--- src/rtl/alu_arbiter.sv ---
// Round-robin sequencer that shares one external combinational 8-bit ALU among
// NUM_REQ requesters, returning each result with the owner's ID over valid/ready.
module alu_arbiter #(
    parameter int NUM_REQ = 4,
    parameter int ID_W    = $clog2(NUM_REQ)
) (
    input  logic                   clk,
    input  logic                   reset,
    input  logic [NUM_REQ-1:0]     req_valid_i,
    input  logic [8*NUM_REQ-1:0]   req_a_i,
    input  logic [8*NUM_REQ-1:0]   req_b_i,
    input  logic [3*NUM_REQ-1:0]   req_op_i,
    output logic [NUM_REQ-1:0]     req_ready_o,
    output logic [7:0]             alu_a_o,
    output logic [7:0]             alu_b_o,
    output logic [2:0]             alu_op_o,
    input  logic [7:0]             alu_res_i,
    output logic                   rsp_valid_o,
    output logic [7:0]             rsp_data_o,
    output logic [ID_W-1:0]        rsp_id_o,
    input  logic                   rsp_ready_i,
    output logic                   busy_o
);

    typedef enum logic [1:0] {
        IDLE = 2'b00,
        EXEC = 2'b01,
        RESP = 2'b10
    } state_t;

    state_t          state;
    state_t          state_nxt;
    logic [ID_W-1:0] ptr;
    logic [ID_W-1:0] win;
    logic [ID_W-1:0] grant_idx;
    logic            grant_found;
    logic [7:0]      sel_a;
    logic [7:0]      sel_b;
    logic [2:0]      sel_op;
    logic [7:0]      opa;
    logic [7:0]      opb;
    logic [2:0]      opc;
    logic [7:0]      res;

    // State register.
    always_ff @(posedge clk) begin
        // NOTE: sequential state always uses non-blocking assignment so every
        // register samples pre-edge values regardless of statement order.
        if (reset) begin
            state <= IDLE;
        end else begin
            state <= state_nxt;
        end
    end

    // Next-state logic; the unused fourth encoding falls back to IDLE.
    always_comb begin
        // NOTE: assigning a default before the case keeps this block free of
        // inferred latches even when a branch forgets to assign.
        state_nxt = IDLE;
        case (state)
            IDLE:    state_nxt = grant_found ? EXEC : IDLE;
            EXEC:    state_nxt = RESP;
            RESP:    state_nxt = rsp_ready_i ? IDLE : RESP;
            default: state_nxt = IDLE;
        endcase
    end

    // Rotating priority: first pass covers indices at or above ptr, second
    // pass wraps around to the indices below it.
    always_comb begin
        grant_found = 1'b0;
        grant_idx   = '0;
        sel_a       = '0;
        sel_b       = '0;
        sel_op      = '0;
        for (int n = 0; n < NUM_REQ; n++) begin
            if (!grant_found && req_valid_i[n] && n >= int'(ptr)) begin
                grant_found = 1'b1;
                grant_idx   = ID_W'(n);
                sel_a       = req_a_i[n*8 +: 8];
                sel_b       = req_b_i[n*8 +: 8];
                sel_op      = req_op_i[n*3 +: 3];
            end
        end
        for (int n = 0; n < NUM_REQ; n++) begin
            if (!grant_found && req_valid_i[n] && n < int'(ptr)) begin
                grant_found = 1'b1;
                grant_idx   = ID_W'(n);
                sel_a       = req_a_i[n*8 +: 8];
                sel_b       = req_b_i[n*8 +: 8];
                sel_op      = req_op_i[n*3 +: 3];
            end
        end
    end

    // Output logic; ready is masked during reset so no handshake can complete.
    always_comb begin
        req_ready_o = '0;
        if (state == IDLE && grant_found && !reset) begin
            req_ready_o[grant_idx] = 1'b1;
        end
        rsp_valid_o = (state == RESP);
        busy_o      = (state != IDLE);
    end

    // Operand capture on grant, result capture in EXEC.
    always_ff @(posedge clk) begin
        if (reset) begin
            ptr <= '0;
            win <= '0;
            opa <= '0;
            opb <= '0;
            opc <= '0;
            res <= '0;
        end else begin
            if (state == IDLE && grant_found) begin
                opa <= sel_a;
                opb <= sel_b;
                opc <= sel_op;
                win <= grant_idx;
                ptr <= (grant_idx == ID_W'(NUM_REQ - 1)) ? '0 : grant_idx + ID_W'(1);
            end
            if (state == EXEC) begin
                res <= alu_res_i;
            end
        end
    end

    // win only changes on a grant in IDLE, so it doubles as the response ID.
    assign alu_a_o    = opa;
    assign alu_b_o    = opb;
    assign alu_op_o   = opc;
    assign rsp_data_o = res;
    assign rsp_id_o   = win;

endmodule

--- config.mk ---
export PLATFORM = sky130hd
export DESIGN_NAME = alu_arbiter
export DESIGN_NICKNAME = d
export VERILOG_FILES = /design/src/rtl/alu_arbiter.sv
export SDC_FILE = /design/constraint.sdc
export NUM_CORES = 1
export LEC_CHECK = 0
export BUFFER_PORTS_ARGS = -buffer_cell sky130_fd_sc_hd__buf_4
export CAP_MARGIN = 5
export CORE_MARGIN = 1.5
export CORE_UTILIZATION = 47
export DETAILED_ROUTE_END_ITERATION = 16
export GPL_ROUTABILITY_DRIVEN = 0
export GPL_TIMING_DRIVEN = 0
export PLACE_DENSITY_LB_ADDON = 0.12
export SLEW_MARGIN = 20
export SYNTH_ARGS = -nofsm -noshare
export SYNTH_HDL_FRONTEND = slang
export SYNTH_SLANG_ARGS = --single-unit
--- constraint.sdc ---
create_clock -name clk -period 2 [get_ports clk]
set_input_delay 0.3 -clock clk [delete_from_list [all_inputs] [get_ports clk]]
set_output_delay 0.3 -clock clk [all_outputs]
set_load 0.01 [all_outputs]
== After elaboration in Yosys (flattened, before gate mapping) ==
Cells that the tools add are included.
Operators by class
  multipliers: 0
  bitwise logic cells: 0
  muxes and demuxes: 41
  reductions and logical operators: 24
  eq/ne operators: 3
  div/mod/pow operators: 0
  $lt $le $gt $ge: 8
  shifts and indexed selects: 0
  add/sub/neg operators: 1
Operators with widths (count)
  2-to-1 mux 8 bit: 14
  2-to-1 mux 3 bit: 7
  logical AND 1 bit: 15
  2-to-1 mux 2 bit: 7
  2-to-1 mux 1 bit: 10
  zero test 1 bit: 7
  one-hot mux 2 bit (3 select lines): 1
  == test 2 bit, second input constant: 2
  greater-or-equal comparator 1 x 2 -> 1 bit, first input constant: 2
  < comparator 1 x 2 -> 1 bit, first input constant: 2
  2-to-1 mux 4 bit: 1
  < comparator 2 x 3 -> 1 bit, second input constant: 1
  adder 2 x 1 -> 2 bit, second input constant: 1
  demux 1 bit (select 2 bit): 1
  == test 2 x 1 -> 1 bit, second input constant: 1
  greater-or-equal comparator 2 x 1 -> 1 bit, second input constant: 1
  greater-or-equal comparator 2 bit, first input constant: 1
  zero test 2 bit: 1
  < comparator 2 bit, first input constant: 1
  nonzero test 2 bit: 1
Word-level totals
  ROM bits: 0
  register bits: 33
  bits in latches: 0
  input bits: 91
  memories kept: 0
  RAM bits: 0

== Logic depth before layout (Yosys ltp) ==
  depth in word-level cells: 31
  mapped depth: 8

== Least setup slack after synthesis ==
Ideal clock, no wire load.
  path kind: reg-to-output
  start: register ptr[1]
  end: output req_ready_o[0]
  data required time: 1700 ps
  cell stages (with the launch flop): 8
  slack: 157 ps
  path buffers: 1
  arrival time: 1543 ps
  cell sequence: dfxtp_1 buf_4 mux2i_1 o22ai_1 a31oi_1 inv_1 ha_1 and2_1
On the way
  word-level cells in the longest chain between the ends: 31
  elaborated cells between the ends (all ways): 45
  classes of those cells: 8 x order compare; 16 x mux; 21 x reduce/logical
RTL lines
  start: declaration: RTL line 33  | logic [ID_W-1:0] ptr;
  start signal: assignment: RTL line 122  | ptr <= (grant_idx == ID_W'(NUM_REQ - 1)) ? '0 : grant_idx + ID_W'(1);
  greater-or-equal comparator 1 x 2 -> 1 bit: RTL line 78  | if (!grant_found && req_valid_i[n] && n >= int'(ptr)) begin
  logical AND 1 bit: RTL line 78
  2-to-1 mux 1 bit: RTL line 78
  zero test 1 bit: RTL line 78
  logical AND 1 bit (2 in series): RTL line 78
  2-to-1 mux 1 bit: RTL line 78
  zero test 1 bit: RTL line 78
  logical AND 1 bit (2 in series): RTL line 78
  (+13 left out)
  logical AND 1 bit (2 in series): RTL line 87  | if (!grant_found && req_valid_i[n] && n < int'(ptr)) begin
  2-to-1 mux 2 bit *: RTL line 87
  net grant_idx[0]: RTL line 35  | logic [ID_W-1:0] grant_idx;
  < comparator 2 x 3 -> 1 bit (implied by the code) or greater-or-equal comparator 2 x 1 -> 1 bit (tied branches): RTL line 101  | req_ready_o[grant_idx] = 1'b1;
  logical AND 1 bit (implied by the code): RTL line 101
  2-to-1 mux 1 bit (implied by the code): RTL line 101
  demux 1 bit (select 2 bit) *: RTL line 101
  2-to-1 mux 4 bit *: RTL line 100  | if (state == IDLE && grant_found && !reset) begin
  end: declaration: RTL line 13  | output logic [NUM_REQ-1:0] req_ready_o,
Mark *: on every way through the listed nets, which the timed path passes. The rest lies on a longest branch.

== Worst setup path in the final report ==
  start: register ptr[1]
  end: output req_ready_o[3]
Same word-level chain as after synthesis.

==> results by group <==
Min path
  • Cell count of the worst hold path: 3
  • Source of the worst hold timing path: alu_res_i[3]
  • Hold Path Class: input port to flop
  • WHS Endpoint: rsp_data_o[3]$_SDFFE_PP0N_

Clocking
  • Post-CTS Hold Fix Bufs: 0
  • CTS buffer count: 5
  • Register clock-pin slew on the reported worst setup and hold paths: 0.08 ns
  • Clock root buffer: clkbuf_8
  • CTS tree: done
  • Skew-Pair Late Insertion Delay: 0.29 ns
  • Clock sink count: 33
  • H-tree depth: 2
  • Clock Tree Buf Depth: 2

Route
  • DRT antenna net count: 0
  • Number of DRC markers in iteration 0: 334
  • DRC violations left: 0
  • Routed WL: 9620 µm
  • Vias per cell: 6.20
  • Drt pass-1 iters: 6
  • WL per Instance: 17.3 µm
  • Via count: 3448

Synth
  • FFs w/ async S/R, synth: 0
  • Cell variety after synth: 40
  • Post-synth EDFFs: 0
  • Post-synthesis sequential area ratio: 0.258
  • Syn Nets: 441
  • Synthesized area per cell: 7.41 µm²
  • Yosys warning total: 0
  • Post-synth top flop: dfxtp_1
  • Syn Inst Count: 346
  • Mapped Area: 0.00256 mm²
  • Yosys reg bits: 33

Worst setup path
  • Crit-path cells: mux2i_1, o22ai_1, a31oi_2, buf_4, ha_1, and2_4, buf_6
  • CP delay by family, top: flip-flops
  • R2R setup slack: 0.17 ns
  • Reg2reg path depth: 7
  • CP Class: flop to output port
  • Reg-to-Reg Start: ptr[0]$_SDFFE_PP0P_
  • Crit Path Max Fanout: 7
  • WP data arrival: 1.72 ns
  • FF-to-FF End: alu_b_o[3]$_SDFFE_PP0P_
  • CP bufs+invs: 2
  • CP startpoint: ptr[1]$_SDFFE_PP0P_
  • Critical path's largest stage delay: 0.39 ns
  • Worst EP required: 1.70 ns
  • CP max-delay cell: dfxtp_4
  • CP Launch Type: flop
  • CP Capture Type: output port

Global route
  • GRT Overall Usage: 0.310
  • Number of antenna violations at the first check in global routing: 0
  • GRT met3 Usage: 0.0595
  • First-pass GRT wire length: 14800 µm
  • Vias in the first global route: 3228
  • Largest net degree at the start of global routing: 12
  • GRT busiest layer: met2
  • Met2 usage: 0.504
  • Grt met1 use: 0.397
  • Total grt overflow: 0

Timing
  • Fmax: 0.495 GHz
  • RSZ-0062 raised after global routing: true
  • Final hold violations: 0
  • Final Cycle Share: 1.01
  • Final Worst Setup Slack: -0.0192 ns
  • Clock skew: 0.00512 ns
  • Pins Over Slew Limit: 0
  • Rel. slew slack: 0.431
  • Tmin final: 2.02 ns
  • Final setup viols: 2
  • Least-Margin Pin Slew: 0.853 ns
  • Setup TNS: -0.0380 ns

Die
  • Initial core utilization: 0.495
  • Core Rows: 26
  • Die H: 76.8 µm
  • CORE AREA: 0.00517 mm²
  • # IOs: 126
  • Die W: 76.8 µm
  • Die ar.: 0.00590 mm²

Power
  • Post-route total power: 2.86 mW
  • Pwr/cell area: 736 mW/mm²
  • P_leak: 1.72 nW
  • Peak VDD IR: 0.000359 V

Run
  • Max cap viols: 0

Placement
  • Placed cells: 539
  • PortBufs: 123
  • HPWL Detailed: 6650 µm

Outcome
  • Status: complete, but fails checks
  • Failing checks: setup timing

Cells and area
  • Commonest non-fill, non-tap cell in the layout: buf_4
  • Final Core Density: 0.750
  • Post-Layout Cell Count: 556
  • Most used cells in the layout excluding fill and tap cells: buf_4, a21oi_1, nand2_1
  • Final nets: 580
  • Ant diodes: 0
  • Fraction of layout cells with a size suffix above 1: 0.389
  • Area growth syn-to-layout: 51.3%
logic make-up after synthesis:
logic type	share of synthesized area
buffers and inverters	0.0884
adders and majority gates	0.0195
muxes	0.0156
AOI/OAI and AO/OA	0.363
DFF	0.258
and+or+nand+nor	0.256
Yosys cell counts, drive strengths merged (4+ instances only):
library cell  count  area share
a211o            19       0.065
a211oi            9       0.026
a21oi            51        0.10
a221oi           11       0.042
a22oi             8       0.023
and2              6       0.015
buf              26       0.065
clkbuf            9       0.013
dfxtp            33        0.26
ha                4       0.020
inv               7       0.010
mux2i             4       0.016
nand2            36       0.054
nand3            19       0.037
nand3b           11       0.032
nor2             26       0.041
nor2b             5       0.012
nor3b            11       0.032
o21ai             5      0.0098
o22ai            20       0.049
o31ai            11       0.032
cell type report:
class	count	area [µm²]
Multi-Input combinational cell	271	1750
Fill cell	383	1290
Timing Repair Buffer	134	1020
Sequential cell	33	668
Buffer	33	195
Tap cell	70	87.6
Clock buffer	5	68.8
Clock inverter	3	65.1
Inverter	7	26.3
sequential cells by signal, indices dropped and copies added, names as in the netlist:
name,count
alu_a_o,8
state,2
rsp_id_o,2
alu_op_o,3
rsp_data_o,8
ptr,2
alu_b_o,8
through the flow:
step	instance area, µm²	worst slack (ns)	hold slack, ns
finish	3880	-0.0192	0.245
global route	3880	-0.0522	0.259
CTS	3860	-0.0425	0.247
detailed placement	3570	-0.210	0.449
global placement	3570	-0.156	0.442
floorplan	2560	0.157	0.412
report_power, final:
group / internal [mW] / switching (mW)
combinational: 0.601 / 0.666
clock: 0.495 / 0.271
sequential: 0.758 / 0.0636
total: 1.85 / 1.00
worst max-delay path by stage:
stage                     cells past startpoint  slack (ns)        endpoint
final                                         7       -0.02  req_ready_o[3]
after global routing                          7       -0.05  req_ready_o[3]
after CTS                                     8       -0.04  req_ready_o[2]
after detailed placement                     10       -0.21  req_ready_o[0]
after global placement                       10       -0.16  req_ready_o[1]
after floorplan                               7        0.16  req_ready_o[0]
tightest hold or removal path: cells and delay by family:
family	cells	cell delay (ns)
buffers and inverters	1	0.11
AO/OA/AOI/OAI	1	0.05
AND/OR/NAND/NOR	1	0.05
repair_timing:
item / in CTS / in global routing
buffers inserted: 10 / 1
endpoints found under the setup margin: 4 / 15
cloned: 0 / 0
gates resized for setup: 22 / 11
pin swaps: 3 / 2
layer usage:
metal | wire [µm] | vias to the layer above
met5 | 0 | -
met4 | 220 | 0
met1 | 3740 | 1570
li1 | - | 1570
met2 | 4410 | 278
met3 | 1250 | 30
No activity file was read; power rests on OpenSTA's default activity.
